<file path="src/rtl/coo_aggr_if.sv">
// ============================================================================
// Module : coo_aggr_if
// Brief  : Start/done handshake, COO read port and row-select bus of the
//          GCN aggregation sequencer.
// Rev    : 1.0  initial release
// ============================================================================
`default_nettype none

interface coo_aggr_if #(
  parameter int COO_IDX_WIDTH = 3,
  parameter int COO_BW        = 3,
  parameter int FEATURE_WIDTH = 3
);
  logic                               start;
  logic [1:0][COO_IDX_WIDTH-1:0]      coo_in;
  logic                               busy;
  logic                               done;
  logic [COO_BW-1:0]                  coo_address;
  logic                               enable_read_row_1;
  logic                               write_enable;
  logic                               acc_en;
  logic                               adj_clear;
  logic [FEATURE_WIDTH-1:0]           clear_row;

  modport master (
    input  start, coo_in,
    output busy, done, coo_address, enable_read_row_1, write_enable,
           acc_en, adj_clear, clear_row
  );

  modport slave (
    output start, coo_in,
    input  busy, done, coo_address, enable_read_row_1, write_enable,
           acc_en, adj_clear, clear_row
  );
endinterface

`default_nettype wire

</file>
<file path="src/rtl/coo_aggr_ctrl.sv">
// ============================================================================
// Module : coo_aggr_ctrl
// Brief  : Clears the adjacency result memory, then walks the COO edge list
//          issuing two-phase accumulate strobes per edge.
// Rev    : 1.0  initial release
// ============================================================================
`default_nettype none

module coo_aggr_ctrl #(
  parameter int FEATURE_ROWS    = 6,
  parameter int COO_NUM_OF_COLS = 6,
  parameter int COO_IDX_WIDTH   = 3,
  parameter int COO_BW          = $clog2(COO_NUM_OF_COLS),
  parameter int FEATURE_WIDTH   = $clog2(FEATURE_ROWS)
) (
  input  wire logic  clk,
  input  wire logic  reset,
  coo_aggr_if.master bus
);

  typedef enum logic [2:0] {
    S_IDLE   = 3'd0,
    S_CLEAR  = 3'd1,
    S_FETCH  = 3'd2,
    S_EDGE_A = 3'd3,
    S_EDGE_B = 3'd4,
    S_DONE   = 3'd5
  } state_t;

  localparam logic [FEATURE_WIDTH-1:0] LAST_ROW = FEATURE_WIDTH'(FEATURE_ROWS - 1);
  localparam logic [COO_BW-1:0]        LAST_COL = COO_BW'(COO_NUM_OF_COLS - 1);
  localparam logic [COO_IDX_WIDTH:0]   MAX_IDX  = (COO_IDX_WIDTH + 1)'(FEATURE_ROWS);

  state_t                   state_q, state_d;
  logic [COO_BW-1:0]        coo_address_q, coo_address_d;
  logic [FEATURE_WIDTH-1:0] clear_row_q, clear_row_d;

  logic idx0_ok, idx1_ok, edge_valid, self_loop, last_col, next_col;
  logic rd_row1, wr_en, acc;

  // COO indices are 1-based; 0 and anything past the last node mark padding.
  assign idx0_ok    = (bus.coo_in[0] != '0) && ({1'b0, bus.coo_in[0]} <= MAX_IDX);
  assign idx1_ok    = (bus.coo_in[1] != '0) && ({1'b0, bus.coo_in[1]} <= MAX_IDX);
  assign edge_valid = idx0_ok && idx1_ok;
  assign self_loop  = (bus.coo_in[0] == bus.coo_in[1]);
  assign last_col   = (coo_address_q == LAST_COL);

  always_ff @(posedge clk or negedge reset) begin
    if (!reset) begin
      state_q       <= S_IDLE;
      coo_address_q <= '0;
      clear_row_q   <= '0;
    end else begin
      state_q       <= state_d;
      coo_address_q <= coo_address_d;
      clear_row_q   <= clear_row_d;
    end
  end

  always_comb begin
    state_d       = state_q;
    coo_address_d = coo_address_q;
    clear_row_d   = clear_row_q;
    rd_row1       = 1'b0;
    wr_en         = 1'b0;
    acc           = 1'b0;
    next_col      = 1'b0;

    case (state_q)
      S_IDLE: begin
        if (bus.start) begin
          state_d       = S_CLEAR;
          clear_row_d   = '0;
          coo_address_d = '0;
        end
      end
      S_CLEAR: begin
        if (clear_row_q == LAST_ROW) state_d = S_FETCH;
        else                         clear_row_d = clear_row_q + 1'b1;
      end
      S_FETCH: state_d = S_EDGE_A;
      S_EDGE_A: begin
        if (!edge_valid) begin
          next_col = 1'b1;
        end else begin
          rd_row1 = 1'b1;
          acc     = 1'b1;
          if (self_loop) next_col = 1'b1;
          else           state_d  = S_EDGE_B;
        end
      end
      S_EDGE_B: begin
        wr_en    = 1'b1;
        acc      = 1'b1;
        next_col = 1'b1;
      end
      S_DONE:  state_d = S_IDLE;
      default: state_d = S_IDLE;
    endcase

    // Compare before increment so the last column never wraps the address.
    if (next_col) begin
      if (last_col) begin
        state_d = S_DONE;
      end else begin
        coo_address_d = coo_address_q + 1'b1;
        state_d       = S_FETCH;
      end
    end
  end

  assign bus.busy              = (state_q != S_IDLE);
  assign bus.done              = (state_q == S_DONE);
  assign bus.adj_clear         = (state_q == S_CLEAR);
  assign bus.clear_row         = clear_row_q;
  assign bus.coo_address       = coo_address_q;
  assign bus.enable_read_row_1 = rd_row1;
  assign bus.write_enable      = wr_en;
  assign bus.acc_en            = acc;

endmodule

`default_nettype wire
</file>
<file path="src/flat_wrapper.sv">
// flat-port wrapper written by rule: the top's interface ports become plain ports
module coo_aggr_ctrl_flat 
#(
  parameter int FEATURE_ROWS    = 6,
  parameter int COO_NUM_OF_COLS = 6,
  parameter int COO_IDX_WIDTH   = 3,
  parameter int COO_BW          = $clog2(COO_NUM_OF_COLS),
  parameter int FEATURE_WIDTH   = $clog2(FEATURE_ROWS)
)
  (clk, reset, bus_start, bus_coo_in, bus_busy, bus_done, bus_coo_address, bus_enable_read_row_1, bus_write_enable, bus_acc_en, bus_adj_clear, bus_clear_row);
  coo_aggr_if #(.COO_IDX_WIDTH(COO_IDX_WIDTH), .COO_BW(COO_BW), .FEATURE_WIDTH(FEATURE_WIDTH)) bus_i ();
  input  wire logic clk;
  input  wire logic reset;
  input wire logic [$bits(bus_i.start)-1:0] bus_start;
  input wire logic [$bits(bus_i.coo_in)-1:0] bus_coo_in;
  output wire logic [$bits(bus_i.busy)-1:0] bus_busy;
  output wire logic [$bits(bus_i.done)-1:0] bus_done;
  output wire logic [$bits(bus_i.coo_address)-1:0] bus_coo_address;
  output wire logic [$bits(bus_i.enable_read_row_1)-1:0] bus_enable_read_row_1;
  output wire logic [$bits(bus_i.write_enable)-1:0] bus_write_enable;
  output wire logic [$bits(bus_i.acc_en)-1:0] bus_acc_en;
  output wire logic [$bits(bus_i.adj_clear)-1:0] bus_adj_clear;
  output wire logic [$bits(bus_i.clear_row)-1:0] bus_clear_row;
  assign bus_i.start = bus_start;
  assign bus_i.coo_in = bus_coo_in;
  assign bus_busy = bus_i.busy;
  assign bus_done = bus_i.done;
  assign bus_coo_address = bus_i.coo_address;
  assign bus_enable_read_row_1 = bus_i.enable_read_row_1;
  assign bus_write_enable = bus_i.write_enable;
  assign bus_acc_en = bus_i.acc_en;
  assign bus_adj_clear = bus_i.adj_clear;
  assign bus_clear_row = bus_i.clear_row;
  coo_aggr_ctrl #(.FEATURE_ROWS(FEATURE_ROWS), .COO_NUM_OF_COLS(COO_NUM_OF_COLS), .COO_IDX_WIDTH(COO_IDX_WIDTH), .COO_BW(COO_BW), .FEATURE_WIDTH(FEATURE_WIDTH)) u_core (.clk(clk), .reset(reset), .bus(bus_i));
endmodule
</file>
<file path="config.mk">
export PLATFORM = sky130hd
export DESIGN_NAME = coo_aggr_ctrl_flat
export DESIGN_NICKNAME = d
export VERILOG_FILES = /design/src/rtl/coo_aggr_if.sv /design/src/rtl/coo_aggr_ctrl.sv /design/src/flat_wrapper.sv
export SDC_FILE = /design/constraint.sdc
export NUM_CORES = 1
export LEC_CHECK = 0
export CORE_MARGIN = 2
export CORE_UTILIZATION = 46
export CTS_BUF_LIST = sky130_fd_sc_hd__clkbuf_8
export CTS_CLUSTER_DIAMETER = 200
export DETAILED_ROUTE_END_ITERATION = 16
export PLACE_DENSITY = 0.81
export SYNTH_ARGS = -nofsm -noshare
export SYNTH_HDL_FRONTEND = slang
export SYNTH_SLANG_ARGS = --single-unit
</file>
<file path="constraint.sdc">
create_clock -name clk -period 2.1 [get_ports clk]
set_input_delay 0.525 -clock clk [delete_from_list [all_inputs] [get_ports clk]]
set_output_delay 0.525 -clock clk [all_outputs]
set_load 0.02 [all_outputs]
</file>
==> results of run 1 <==
==> routing by layer <==
layer / vias to the layer above / track usage / routed length [um]
met5: - / 0 / 0
met4: 0 / 0.0887 / 5
met3: 2 / 0.103 / 58
met2: 14 / 0.402 / 807
met1: 322 / 0.265 / 745
li1: 344 / - / -
==> area by class of cell <==
type / instances / area (um^2) / area share
clock buffer: 3 / 41.3 / 0.0428
clock inverter: 1 / 3.75 / 0.00389
inverter: 7 / 26.3 / 0.0272
multi-input combinational: 61 / 403 / 0.418
sequential: 9 / 225 / 0.233
tap: 15 / 18.8 / 0.0195
timing repair buffer: 29 / 246 / 0.256
==> cells by family after synthesis <==
logic type | after synthesis | share of synthesized area
buf+inv | 7 | 0.0415
compound gates | 20 | 0.209
xor+xnor | 1 | 0.0138
flops | 9 | 0.356
mux | 2 | 0.0316
simple gates | 34 | 0.269
fa+ha+maj | 4 | 0.0791
==> path summary, 6_finish.rpt <==
path	startpoint	endpoint	slack, ps	cells past startpoint
max	bus_coo_in[1]	bus_acc_en	30	6
min	u_core.bus.coo_address[0]$_DFF_PN0_	u_core.bus.coo_address[0]$_DFF_PN0_	560	1
max reg2reg	u_core.state_q[1]$_DFFE_PN0P_	u_core.bus.coo_address[1]$_DFF_PN0_	570	6
min reg2reg	u_core.bus.coo_address[0]$_DFF_PN0_	u_core.bus.coo_address[0]$_DFF_PN0_	560	1
max in group asynchronous	reset	u_core.bus.clear_row[1]$_DFFE_PN0P_	1210	1
min in group asynchronous	reset	u_core.bus.clear_row[2]$_DFFE_PN0P_	590	1
==> synthesized netlist by cell type (all sizes together), types with 2 or more instances <==
library cell	instances	area [um^2]
nor2	5	18.8
mux2i	2	20.0
inv	7	26.3
nand2b	2	12.5
dfrtp	9	225
ha	4	50.1
a21oi	5	28.8
o21ai	7	35.0
nand3	5	25.0
nand2	11	41.3
a221o	3	31.3
nor3	3	15.0
or3	2	13.8
o22ai	2	12.5
==> metrics by stage <==
step / hold WS [ps] / total power, mW
4_1_cts: 566 / 1.14
3_3_place_gp: 534 / 0.915
5_1_grt: 580 / 1.23
3_5_place_dp: 549 / 0.942
6_report: 562 / 1.14
2_1_floorplan: 229 / 0.658
==> sequential cells by signal, indices dropped and copies added, names as in the netlist <==
name / flops
u_core.bus.coo_address: 3
u_core.state_q: 3
u_core.bus.clear_row: 3
==> cell usage in the layout (no fill, tap or decap), drive strengths merged <==
cell type,synthesis,routed
buf,0,12
ha,4,4
and3,1,1
nor3,3,3
a221o,3,3
and2,1,1
nand3,5,5
o22ai,2,2
xor2,1,1
or2,1,1
o21ai,7,7
or3,2,2
a21oi,5,5
nand2b,2,2
dfrtp,9,9
and2b,1,1
inv,7,8
nand2,11,11
a211o,1,1
nand4,1,1
dlygate4sd2,0,2
clkbuf,0,8
clkdlybuf4s50,0,9
dlymetal6s2s,0,1
and3b,1,1
o211ai,1,1
mux2i,2,2
nor2,5,5
o2bb2ai,1,1
==> power by group <==
group / internal [mW] / switching (mW)
Clock: 0.128 / 0.0718
Combinational: 0.292 / 0.330
Sequential: 0.241 / 0.0760
==> timing repair <==
action / in CTS / in global routing
resized for setup: 24 / 15
pin swaps: 2 / 5
endpoints found under the setup margin: 5 / 3
hold endpoints to repair: 0 / 0
setup buffers: 0 / 0
==> critical path, stage by stage <==
cell and delay, ps:
buf_6 90, or3_4 370, nand4_1 120, nor3_2 60
or2_4 250, buf_6 130
==> metrics.txt, run 1 <==
Mapped Nets 90; Die H 41.1 um; vias in the first global route 632; Final setup viols 0; Final Util 0.741; length of the first detailed-routing pass in iterations 4; Clk pin slew, worst setup/hold paths 40 ps; fin crit share 0.986; final WL 1.62 mm; RSZ-0062 raised after global routing true; half-perimeter wire length after placement 1.26 mm; die area 0.00169 mm^2; vias 682; Final ANT Viol Nets 0; width of the die 41.1 um; critical path launch point type primary input; mean post-synth cell area 8.22 um^2; Yosys cell types 28; synthesized instance count 77; nets 124; pwr dens 1180 mW/mm^2; register area share after synthesis 0.356; Post-Place Worst Slack -783 ps; worst setup margin 30.2 ps; setup_tns 0 ps; status completed; max frequency 0.483 GHz; CTS hold repair buffers 0; CP max FO 2; largest net degree at the start of global routing 10; TritonCTS clock tree done; WL/cell 12.9 um; CP required 1570 ps; post-route insts no fill 125; Via-to-Cell Ratio 5.46; Rows 13; routability congestion estimate 0.743; Ant. Diodes 0; CTS root buffer clkbuf_8; ys async rst share 1.00; Syn-to-layout area delta 52.4%; number of enable flip-flop cells after synthesis 0; initial drt markers 17; skew final 1.98 ps; GRT Total Usage 0.239; first-pass GRT wire length 2.55 mm; Cell Area, Synth 633 um^2; fillers 110; Sink Count 9; Rel. slew slack 0.714; type of the most critical hold path reg2reg; Hold Vio Cnt, Final 0; DP Cell Count 121; Max Root-Sink Buffers 2; Clk Latency, worst-skew pair 240 ps; io pins 21; H-Tree Depth 1; Seq cells post-synth 9; CP Capture Type output port; final-report max-slew violation count 0; worst slew pin tran 428 ps; port bufs 20; share of layout cells above drive strength 1 0.264; placed cell areas 920 um^2; top_reg_cell synth dfrtp_1; fin area 965 um^2; Worst IR Drop VDD 805 uV; Tmin final 2070 ps; gr ovfl total 0; CP Data Arrival Time 1540 ps; Core Box Area 0.00130 mm^2; initial antenna violation count 0; Post-route DRC 0; WS Path Type in2out; YS warnings 0; TritonCTS buffer count 3; LEAKAGE 0.475 nW; Initial Util 0.487; max_cap viols 0
Power figures use the tool's default switching activity.
==> run 2: changes to the inputs <==
--- a/config.mk
+++ b/config.mk
@@ -6,11 +6,10 @@
 export NUM_CORES = 1
 export LEC_CHECK = 0
 export CORE_MARGIN = 2
-export CORE_UTILIZATION = 46
-export CTS_BUF_LIST = sky130_fd_sc_hd__clkbuf_8
-export CTS_CLUSTER_DIAMETER = 200
+export CORE_UTILIZATION = 43
+export CTS_CLUSTER_DIAMETER = 80
 export DETAILED_ROUTE_END_ITERATION = 16
-export PLACE_DENSITY = 0.81
+export PLACE_DENSITY = 0.77
 export SYNTH_ARGS = -nofsm -noshare
 export SYNTH_HDL_FRONTEND = slang
 export SYNTH_SLANG_ARGS = --single-unit
==> run 2 against run 1 <==
Utilization is 3.7 points lower. Total power is 8.3% lower. Register-to-register slack hardly changed. Critical path depth stayed put. Largest cell class unchanged. Largest power group unchanged. Via count is 2.6% lower. Setup slack hardly changed. Clock power is 31% lower. Count of clock-buffer cells in the layout is 1 higher. Cell area is 2.6% lower. Die area is 6.3% higher.
==> metrics.txt, run 2 (synthesized netlist as in run 1, its figures left out) <==
status completed; Final Util 0.705; max frequency 0.483 GHz; Worst IR Drop VDD 729 uV; worst slew pin tran 438 ps; Via-to-Cell Ratio 5.31; initial antenna violation count 0; gr ovfl total 0; skew final 0.661 ps; metal1 wirelength 737 um; initial drt markers 11; LEAKAGE 0.453 nW; family with the most delay on the worst path simple AND/OR/NAND/NOR gates; r2r startpoint u_core.state_q[0]$_DFFE_PN0P_; WS Path Type in2out; most common cell after layout, fill and taps aside nand2_1; Post-route DRC 0; CP Capture Type output port; share of layout cells above drive strength 1 0.273; TritonCTS buffer count 3; Final Power 1.04 mW; Clk Latency, worst-skew pair 270 ps; setup_tns 0 ps; H-Tree Depth 1; vias in the first global route 606; critical path launch point type primary input; worst setup path start bus_coo_in[1]; half-perimeter wire length after placement 1.16 mm; length of the first detailed-routing pass in iterations 4; CP most frequent cell buf_6; CP max FO 2; pwr dens 1110 mW/mm^2; Final ANT Viol Nets 0; CP Data Arrival Time 1540 ps; max_cap viols 0; RSZ-0062 raised after global routing false; Clk pin slew, worst setup/hold paths 60 ps; WL/cell 12.3 um; met2 wire length 697 um; Worst path max stage delay 370 ps; nets 124; vias 664; GRT Total Usage 0.188; commonest cells after routing, fill and taps aside 11 x nand2_1, 10 x buf_4, 9 x clkdlybuf4s50_1, 8 x dfrtp_1, 7 x inv_1; Core Box Area 0.00133 mm^2; DP Cell Count 120; final WL 1.54 mm; post-route insts no fill 125; TritonCTS clock tree done; hold_sp u_core.bus.coo_address[0]$_DFF_PN0_; type of the most critical hold path reg2reg; CTS root buffer clkbuf_4; Die H 42.4 um; width of the die 42.4 um; die area 0.00180 mm^2; Ant. Diodes 0; Hold Vio Cnt, Final 0; highest metal used met4; Syn-to-layout area delta 48.4%; CP bufs+invs 2; Sink Count 9; largest net degree at the start of global routing 10; fin crit share 0.985; crit path cell chain buf_6 -> or3_4 -> nand4_1 -> nor3_2 -> or2_4 -> buf_6; met3 WL 93 um; Initial Util 0.475; first-pass GRT wire length 2.59 mm; slowest CP cell or3_4; Rows 13; Rel. slew slack 0.707; Final setup viols 0; Tmin final 2070 ps; routability congestion estimate 0.692; io pins 21; CP required 1570 ps; port bufs 20; final-report max-slew violation count 0; Max Root-Sink Buffers 2
[run 2: changes by cell type in the layout (fill, tap and decap cells not counted), sizes merged]
cell and change:
dlymetal6s2s -1, inv -1, dlygate4sd2 +1, buf +1
[run 2: what timing repair did]
item | in CTS | in global routing
hold buffers | 0 | 0
gates resized for setup | 29 | 11
endpoints found under the setup margin | 5 | 3
setup buffers | 0 | 1
pin swaps | 5 | 4
[run 2: layout make-up]
type | instances | area (um^2)
tap | 15 | 18.8
timing repair buffer | 29 | 239
multi-input combinational | 61 | 403
inverter | 7 | 26.3
clock buffer | 4 | 26.3
sequential | 9 | 226
fill | 107 | 394
[run 2: report_power, final]
part | leakage, nW | internal [mW] | total, mW | switching, mW
clock network | 0.0150 | 0.0734 | 0.137 | 0.0633
logic | 0.322 | 0.272 | 0.582 | 0.310
registers | 0.116 | 0.242 | 0.326 | 0.0835
[run 2: worst paths after layout]
kind                                                        to  slack (ps)  cells past startpoint
max                                                 bus_acc_en          30                      6
min                        u_core.bus.coo_address[0]$_DFF_PN0_         550                      1
max reg2reg                u_core.bus.coo_address[1]$_DFF_PN0_         580                      6
min reg2reg                u_core.bus.coo_address[0]$_DFF_PN0_         550                      1
max in group asynchronous        u_core.state_q[0]$_DFFE_PN0P_        1210                      1
min in group asynchronous  u_core.bus.clear_row[2]$_DFFE_PN0P_         570                      1
[run 2: per-layer routing]
| metal | vias up | global-route usage |
|---|---|---|
| met5 | - | 0 |
| met4 | 0 | 0.0375 |
| met3 | 2 | 0.0647 |
| met2 | 18 | 0.283 |
| met1 | 301 | 0.263 |
| li1 | 343 | - |
[run 2: per-stage QoR]
stage	hold slack [ps]	setup slack [ps]	instance area, um^2
global placement	532	-762	912
floorplan	229	57.1	633
finish	552	30.7	940
detailed placement	542	-791	912
CTS	554	-55.5	947
global route	579	4.57	940
[run 2: worst register-to-register path: cells and delay by family (launching register included)]
| family | cells | cell delay, ps |
|---|---|---|
| flops | 1 | 450 |
| compound gates | 2 | 450 |
| mux | 1 | 230 |
| simple gates | 2 | 180 |
| buf+inv | 1 | 140 |
==> run 3: changes to the inputs <==
--- a/config.mk
+++ b/config.mk
@@ -13,3 +13,4 @@
 export SYNTH_ARGS = -nofsm -noshare
 export SYNTH_HDL_FRONTEND = slang
 export SYNTH_SLANG_ARGS = --single-unit
+export TNS_END_PERCENT = 100
==> results of run 3 <==
Final layout, timing and power as in run 2 (identical DEF).
